===== src/rtl/led_pkg.sv =====
`default_nettype none
// ============================================================================
//  Module      : led_pkg
//  Description : Shared types and the pattern-initialisation helper for the
//                LED pattern generator.
//  Revision    : 1.0
// ============================================================================
package led_pkg;

    // Widest LED bank the init helper handles; callers truncate the result.
    localparam int LED_W_MAX = 64;

    typedef enum logic [2:0] {
        MODE_OFF    = 3'd0,
        MODE_STATIC = 3'd1,
        MODE_ROTL   = 3'd2,
        MODE_ROTR   = 3'd3,
        MODE_BOUNCE = 3'd4,
        MODE_BLINK  = 3'd5,
        MODE_FILL   = 3'd6,
        MODE_RSVD   = 3'd7
    } mode_e;

    typedef enum logic [0:0] {
        DIR_LEFT  = 1'b0,
        DIR_RIGHT = 1'b1
    } dir_e;

    function automatic logic [LED_W_MAX-1:0] init_pattern(
        input mode_e                mode,
        input logic [LED_W_MAX-1:0] seed
    );
        logic [LED_W_MAX-1:0] w_pat;
        w_pat = '0;
        case (mode)
            MODE_ROTL, MODE_ROTR: w_pat = (seed == '0) ? LED_W_MAX'(1) : seed;
            MODE_BLINK, MODE_STATIC: w_pat = seed;
            MODE_BOUNCE:          w_pat = LED_W_MAX'(1);
            default:              w_pat = '0;
        endcase
        return w_pat;
    endfunction

endpackage
`default_nettype wire


===== src/rtl/led_pattern_gen_if.sv =====
`default_nettype none
// ============================================================================
//  Module      : led_pattern_gen_if
//  Description : Control and LED-output bundle of the LED pattern generator.
//  Revision    : 1.0
// ============================================================================
interface led_pattern_gen_if #(
    parameter int N_LED = 16
);
    logic             en;
    logic [2:0]       mode;
    logic [1:0]       speed;
    logic [N_LED-1:0] seed;
    logic [N_LED-1:0] ledr;
    logic             tick;

    modport master (
        output en, mode, speed, seed,
        input  ledr, tick
    );

    modport slave (
        input  en, mode, speed, seed,
        output ledr, tick
    );
endinterface
`default_nettype wire


===== src/rtl/led_pattern_gen_tick_gen.sv =====
`default_nettype none
// ============================================================================
//  Module      : tick_gen
//  Description : Programmable prescaler producing the pattern step strobe.
//  Revision    : 1.0
// ============================================================================
module tick_gen #(
    parameter int DIV   = 5000000,
    parameter int CNT_W = $clog2(DIV) + 1
) (
    input  wire logic       clk,
    input  wire logic       rst,
    input  wire logic       en,
    input  wire logic [1:0] speed,
    input  wire logic       clr,
    output logic            step
);
    localparam logic [CNT_W-1:0] c_div = CNT_W'(DIV);
    localparam logic [CNT_W-1:0] c_one = CNT_W'(1);

    logic [CNT_W-1:0] r_cnt;
    logic [CNT_W-1:0] w_shift;
    logic [CNT_W-1:0] w_limit;

    assign w_shift = c_div >> speed;
    assign w_limit = (w_shift == '0) ? c_one : w_shift;
    // >= rather than == so shortening the period mid-count never overruns.
    assign step    = en && (r_cnt >= (w_limit - c_one));

    always_ff @(posedge clk) begin
        if (rst) begin
            r_cnt <= '0;
        end else if (clr) begin
            r_cnt <= '0;
        end else if (en) begin
            if (step) begin
                r_cnt <= '0;
            end else begin
                r_cnt <= r_cnt + c_one;
            end
        end
    end

endmodule
`default_nettype wire


===== src/rtl/led_pattern_gen.sv =====
`default_nettype none
// ============================================================================
//  Module      : led_pattern_gen
//  Description : Animated LED bank driver (rotate, bounce, blink, fill).
//  Revision    : 1.0
// ============================================================================
module led_pattern_gen
    import led_pkg::*;
#(
    parameter int N_LED = 16,
    parameter int DIV   = 5000000,
    parameter int CNT_W = $clog2(DIV) + 1
) (
    input  wire logic         clk,
    input  wire logic         rst,
    led_pattern_gen_if.slave  bus
);
    localparam logic [N_LED-1:0] c_one = N_LED'(1);

    mode_e            r_mode_q;
    dir_e             r_dir;
    logic             r_blink_on;
    logic [N_LED-1:0] r_ledr;
    logic             r_tick;

    mode_e            w_mode;
    logic             w_mode_chg;
    logic             w_step;
    logic [N_LED-1:0] w_init;
    logic [N_LED-1:0] w_next;
    dir_e             w_next_dir;
    logic             w_next_on;

    assign w_mode     = mode_e'(bus.mode);
    assign w_mode_chg = (w_mode != r_mode_q);
    assign w_init     = N_LED'(init_pattern(w_mode, LED_W_MAX'(bus.seed)));

    tick_gen #(
        .DIV   (DIV),
        .CNT_W (CNT_W)
    ) u_tick_gen (
        .clk   (clk),
        .rst   (rst),
        .en    (bus.en),
        .speed (bus.speed),
        .clr   (w_mode_chg),
        .step  (w_step)
    );

    always_comb begin
        w_next     = r_ledr;
        w_next_dir = r_dir;
        w_next_on  = r_blink_on;
        case (r_mode_q)
            MODE_ROTL: w_next = (r_ledr << 1) | (r_ledr >> (N_LED - 1));
            MODE_ROTR: w_next = (r_ledr >> 1) | (r_ledr << (N_LED - 1));
            MODE_BOUNCE: begin
                // A single LED has nowhere to walk, so it simply stays lit.
                if (N_LED == 1) begin
                    w_next = r_ledr;
                end else if (r_dir == DIR_LEFT) begin
                    if (r_ledr[N_LED-1]) begin
                        w_next_dir = DIR_RIGHT;
                        w_next     = r_ledr >> 1;
                    end else begin
                        w_next     = r_ledr << 1;
                    end
                end else begin
                    if (r_ledr[0]) begin
                        w_next_dir = DIR_LEFT;
                        w_next     = r_ledr << 1;
                    end else begin
                        w_next     = r_ledr >> 1;
                    end
                end
            end
            MODE_BLINK: begin
                w_next    = r_blink_on ? '0 : bus.seed;
                w_next_on = ~r_blink_on;
            end
            MODE_FILL: w_next = (&r_ledr) ? '0 : ((r_ledr << 1) | c_one);
            default:   w_next = '0;
        endcase
    end

    always_ff @(posedge clk) begin
        if (rst) begin
            r_mode_q   <= MODE_OFF;
            r_dir      <= DIR_LEFT;
            r_blink_on <= 1'b0;
            r_ledr     <= '0;
            r_tick     <= 1'b0;
        end else begin
            r_tick <= 1'b0;
            // A mode change outranks any step due in the same cycle.
            if (w_mode_chg) begin
                r_mode_q   <= w_mode;
                r_dir      <= DIR_LEFT;
                r_blink_on <= 1'b1;
                r_ledr     <= w_init;
            end else begin
                case (r_mode_q)
                    MODE_STATIC:         r_ledr <= bus.seed;
                    MODE_OFF, MODE_RSVD: r_ledr <= '0;
                    default: begin
                        if (w_step) begin
                            r_ledr     <= w_next;
                            r_dir      <= w_next_dir;
                            r_blink_on <= w_next_on;
                            r_tick     <= 1'b1;
                        end else if ((r_mode_q == MODE_BLINK) && r_blink_on) begin
                            r_ledr <= bus.seed;
                        end
                    end
                endcase
            end
        end
    end

    assign bus.ledr = r_ledr;
    assign bus.tick = r_tick;

endmodule
`default_nettype wire


===== src/flat_wrapper.sv =====
// flat-port wrapper written by rule: the top's interface ports become plain ports
module led_pattern_gen_flat import led_pkg::*;
#(
    parameter int N_LED = 16,
    parameter int DIV   = 5000000,
    parameter int CNT_W = $clog2(DIV) + 1
)
  (clk, rst, bus_en, bus_mode, bus_speed, bus_seed, bus_ledr, bus_tick);
  led_pattern_gen_if #(.N_LED(N_LED)) bus_i ();
  input  wire logic clk;
  input  wire logic rst;
  input wire logic [$bits(bus_i.en)-1:0] bus_en;
  input wire logic [$bits(bus_i.mode)-1:0] bus_mode;
  input wire logic [$bits(bus_i.speed)-1:0] bus_speed;
  input wire logic [$bits(bus_i.seed)-1:0] bus_seed;
  output wire logic [$bits(bus_i.ledr)-1:0] bus_ledr;
  output wire logic [$bits(bus_i.tick)-1:0] bus_tick;
  assign bus_i.en = bus_en;
  assign bus_i.mode = bus_mode;
  assign bus_i.speed = bus_speed;
  assign bus_i.seed = bus_seed;
  assign bus_ledr = bus_i.ledr;
  assign bus_tick = bus_i.tick;
  led_pattern_gen #(.N_LED(N_LED), .DIV(DIV), .CNT_W(CNT_W)) u_core (.clk(clk), .rst(rst), .bus(bus_i));
endmodule

===== config.mk =====
export PLATFORM = sky130hd
export DESIGN_NAME = led_pattern_gen_flat
export DESIGN_NICKNAME = d
export VERILOG_FILES = /design/src/rtl/led_pkg.sv /design/src/rtl/led_pattern_gen_if.sv /design/src/rtl/led_pattern_gen_tick_gen.sv /design/src/rtl/led_pattern_gen.sv /design/src/flat_wrapper.sv
export SDC_FILE = /design/constraint.sdc
export NUM_CORES = 1
export LEC_CHECK = 0
export ABC_AREA = 1
export CAP_MARGIN = 15
export CORE_MARGIN = 2
export CORE_UTILIZATION = 45
export CTS_BUF_LIST = sky130_fd_sc_hd__clkbuf_8
export DETAILED_ROUTE_END_ITERATION = 10
export PLACE_DENSITY = 0.67
export SETUP_SLACK_MARGIN = 0.1
export SLEW_MARGIN = 10
export SYNTH_ARGS = -nofsm -noshare
export SYNTH_HDL_FRONTEND = slang
export SYNTH_SLANG_ARGS = --single-unit

===== constraint.sdc =====
create_clock -name clk -period 4.7 [get_ports clk]
set_input_delay 0.94 -clock clk [delete_from_list [all_inputs] [get_ports clk]]
set_output_delay 0.94 -clock clk [all_outputs]
set_load 0.005 [all_outputs]

==> results.py <==
metrics = {
    "grt": {
        "track_usage_pct": 24.7,
        "overflow": 0,
        "grt_max_degree": 35,
        "antenna_found_initial": 0,
        "grt_pass1_wl_mm": 20.8,
        "grt_pass1_vias": 4228,
    },
    "clock_tree": {
        "h-tree-depth": 2,
        "worstSkewPairLatency_ns": 0.31,
        "clockRootBuffer": "clkbuf_8",
        "cts.path.max_buffers": 2,
        "cts_setup_buffers": 0,
        "cts-buffers-inserted": 5,
        "clk_pin_slew_ns": 0.10,
        "postCtsHoldBufs": 0,
        "cts_resized": 0,
        "clock_sinks": 46,
        "tritoncts": "built",
    },
    "synthesis": {
        "avgSynthCellArea_um2": 5.93,
        "synth-async-reset-ratio_pct": 0,
        "yosysSeqAreaShare_pct": 21.1,
        "synth-seq-cells": 46,
        "yosys_warnings": 0,
        "netlist_instances": 736,
        "syn_area_um2": 4360,
        "syn-num-nets": 791,
        "synth_edf_count": 0,
        "yosysUniqueCellTypes": 40,
        "ys.flop_type": "dfxtp_1",
    },
    "drt": {
        "first_pass_iters": 5,
        "num_vias": 4853,
        "routed_wl_mm": 12.6,
        "drt_iter0_drc": 403,
        "ant_nets": 0,
        "wl_per_cell_um": 14.2,
        "drc": 0,
        "vias_per_cell": 5.48,
    },
    "setup_path": {
        "crit_fanout": 17,
        "ff2ff_setup_slack_ns": 2.34,
        "reg2reg_to": "u_core.bus.ledr[15]",
        "start_kind": "primary input",
        "critPathKind": "in -> reg",
        "r2r_cells": 9,
        "cp.required_ns": 4.92,
        "end_kind": "flip-flop",
        "r2r_start": "u_core.r_dir",
        "cp.arrival_ns": 3.85,
    },
    "sta": {
        "finalSetupTns_ns": 0,
        "final_hold_viol_count": 0,
        "clock_skew_ns": 0.0112,
        "min_period_over_period_pct": 77.2,
        "slew_violations": 0,
        "period_minus_slack_ns": 3.63,
        "setup_viol": 0,
        "worst_pin_slew_ns": 0.966,
        "fmax_mhz": 276,
        "max_slew_margin_pct": 35.4,
        "rsz0062_at_grt": "false",
    },
    "placement": {
        "portBuffers": 40,
        "place.gp.congestion": 0.917,
        "dp_hpwl_mm": 9.60,
    },
    "layout": {
        "area_growth_pct": 13.5,
        "layout_commonest_cell": "nand2_1",
        "layout.nets": 811,
        "layout.cells.most_common_list": "nand2_1, nor2_1, a21oi_1, inv_1, nand3_1",
        "layout-drive-gt1-share_pct": 4.10,
        "nFillCells": 966,
        "diodes": 0,
    },
    "power_and_ir_drop": {
        "ir_drop_mv": 0.110,
        "totalPowerFinal_w": 0.000962,
        "p_per_area_nw_per_um2": 194,
        "p_leak_nw": 2.11,
    },
    "floorplanning": {
        "die_h_um": 102,
        "die_w_um": 102,
        "core_um2": 9330,
        "start_util_pct": 46.8,
        "dieArea_um2": 10500,
        "row_count": 35,
        "ios": 41,
    },
    "hold_path": {
        "min_to": "u_core.u_tick_gen.r_cnt[1]",
        "hold_depth": 2,
        "min_path_type": "reg -> reg",
        "hold_start": "u_core.u_tick_gen.r_cnt[1]",
    },
    "run_status": {
        "outcome": "completed",
    },
    "run": {
        "cap_violations": 0,
    },
}
report_power, final:
| group | switching (W) | internal (W) |
|---|---|---|
| Clock | 0.000153 | 0.000162 |
| Sequential | 0.0000283 | 0.000402 |
| Combinational | 0.000129 | 0.0000872 |
how the worst max path moves through the flow:
stage / startpoint / end / slack (ns)
6_report: bus_speed[1] / u_core.u_tick_gen.r_cnt[12] / 1.07
5_1_grt: bus_speed[1] / u_core.bus.ledr[5] / 0.73
4_1_cts: bus_speed[1] / u_core.bus.ledr[15] / 1.07
3_5_place_dp: bus_speed[1] / u_core.u_tick_gen.r_cnt[13] / 0.77
3_3_place_gp: bus_speed[1] / u_core.bus.ledr[7] / 0.90
2_1_floorplan: bus_speed[0] / u_core.u_tick_gen.r_cnt[15] / 1.81
critical path, stage by stage:
cell             delay (ns)
clkdlybuf4s50_1        0.62
inv_1                  0.14
ha_1                   0.37
inv_1                  0.08
ha_1                   0.30
nand2_1                0.07
nand2_1                0.05
nand2_1                0.05
a21oi_1                0.05
nor2_1                 0.16
nand3_1                0.12
nand2_1                0.29
nand2_2                0.31
a221oi_1               0.29
Yosys cell counts (2+ instances only):
library cell  number  share of area, %
conb_1             2              0.17
xor2_1            12               2.4
o211ai_1          17               2.9
nand4_1           27               3.9
nor4_1             2              0.29
inv_2              3              0.26
a21o_1             2              0.34
buf_2             14               1.6
nand2_2            3              0.43
o21ai_0           39               4.5
xnor2_1            4              0.80
o21ai_1           10               1.1
ha_1              31               8.9
inv_1             61               5.2
a21oi_1           62               7.1
nor3b_1            3              0.52
nor3_1             8              0.92
nand3_1           54               6.2
a22oi_1            2              0.34
dfxtp_1           46                21
nor3_2             3              0.69
nor2_2             2              0.29
nand2_1          233                20
clkbuf_1          18               1.5
nor2_1            63               5.4
sequential cells by signal (all words and copies together) (netlist names):
register	count
u_core.bus.tick	1
u_core.r_mode_q	3
u_core.u_tick_gen.r_cnt	24
u_core.r_blink_on	1
u_core.r_dir	1
u_core.bus.ledr	16
cell type report:
cell class | instances | area [um2] | area share, %
clock inverters | 3 | 48.8 | 0.986
multi-input cells | 591 | 3050 | 61.6
well taps | 129 | 161 | 3.26
clock buffers | 5 | 68.8 | 1.39
repair buffers | 47 | 459 | 9.27
flip-flops and latches | 46 | 921 | 18.6
inverters | 65 | 244 | 4.93
stage by stage:
stage                     util, %  area, um2  instances  hold slack, ns  setup slack, ns
after global placement       51.7       4820        877           0.511            0.898
final                        53.1       4950        886           0.540             1.07
after CTS                    52.9       4940        885           0.536             1.07
after global routing         53.1       4950        886           0.562            0.727
after detailed placement     51.7       4820        877           0.521            0.767
after floorplan                 -       4360        736           0.461             1.81
logic make-up (layout without fill, tap and decap cells):
logic type      count (synthesis)  in the layout  share of synthesized area (%)
buf+inv                        99            120                           9.03
flops                          46             46                           21.1
fa+ha+maj                      31             31                           8.89
compound gates                140            140                           18.0
other cells                     2              2                          0.172
simple gates                  402            402                           39.6
xor+xnor                       16             16                           3.21
routing by layer:
layer  global-route usage [%]  vias up  part of all wire, %  wire, um
met5                        0        -                    0         0
met4                     5.95        0                 0.77        97
met3                     1.92       10                  7.3       919
met2                     35.4      165                   41      5220
met1                     39.3     2195                   51      6370
li1                         -     2483                    -         -
Power figures use the tool's default switching activity.
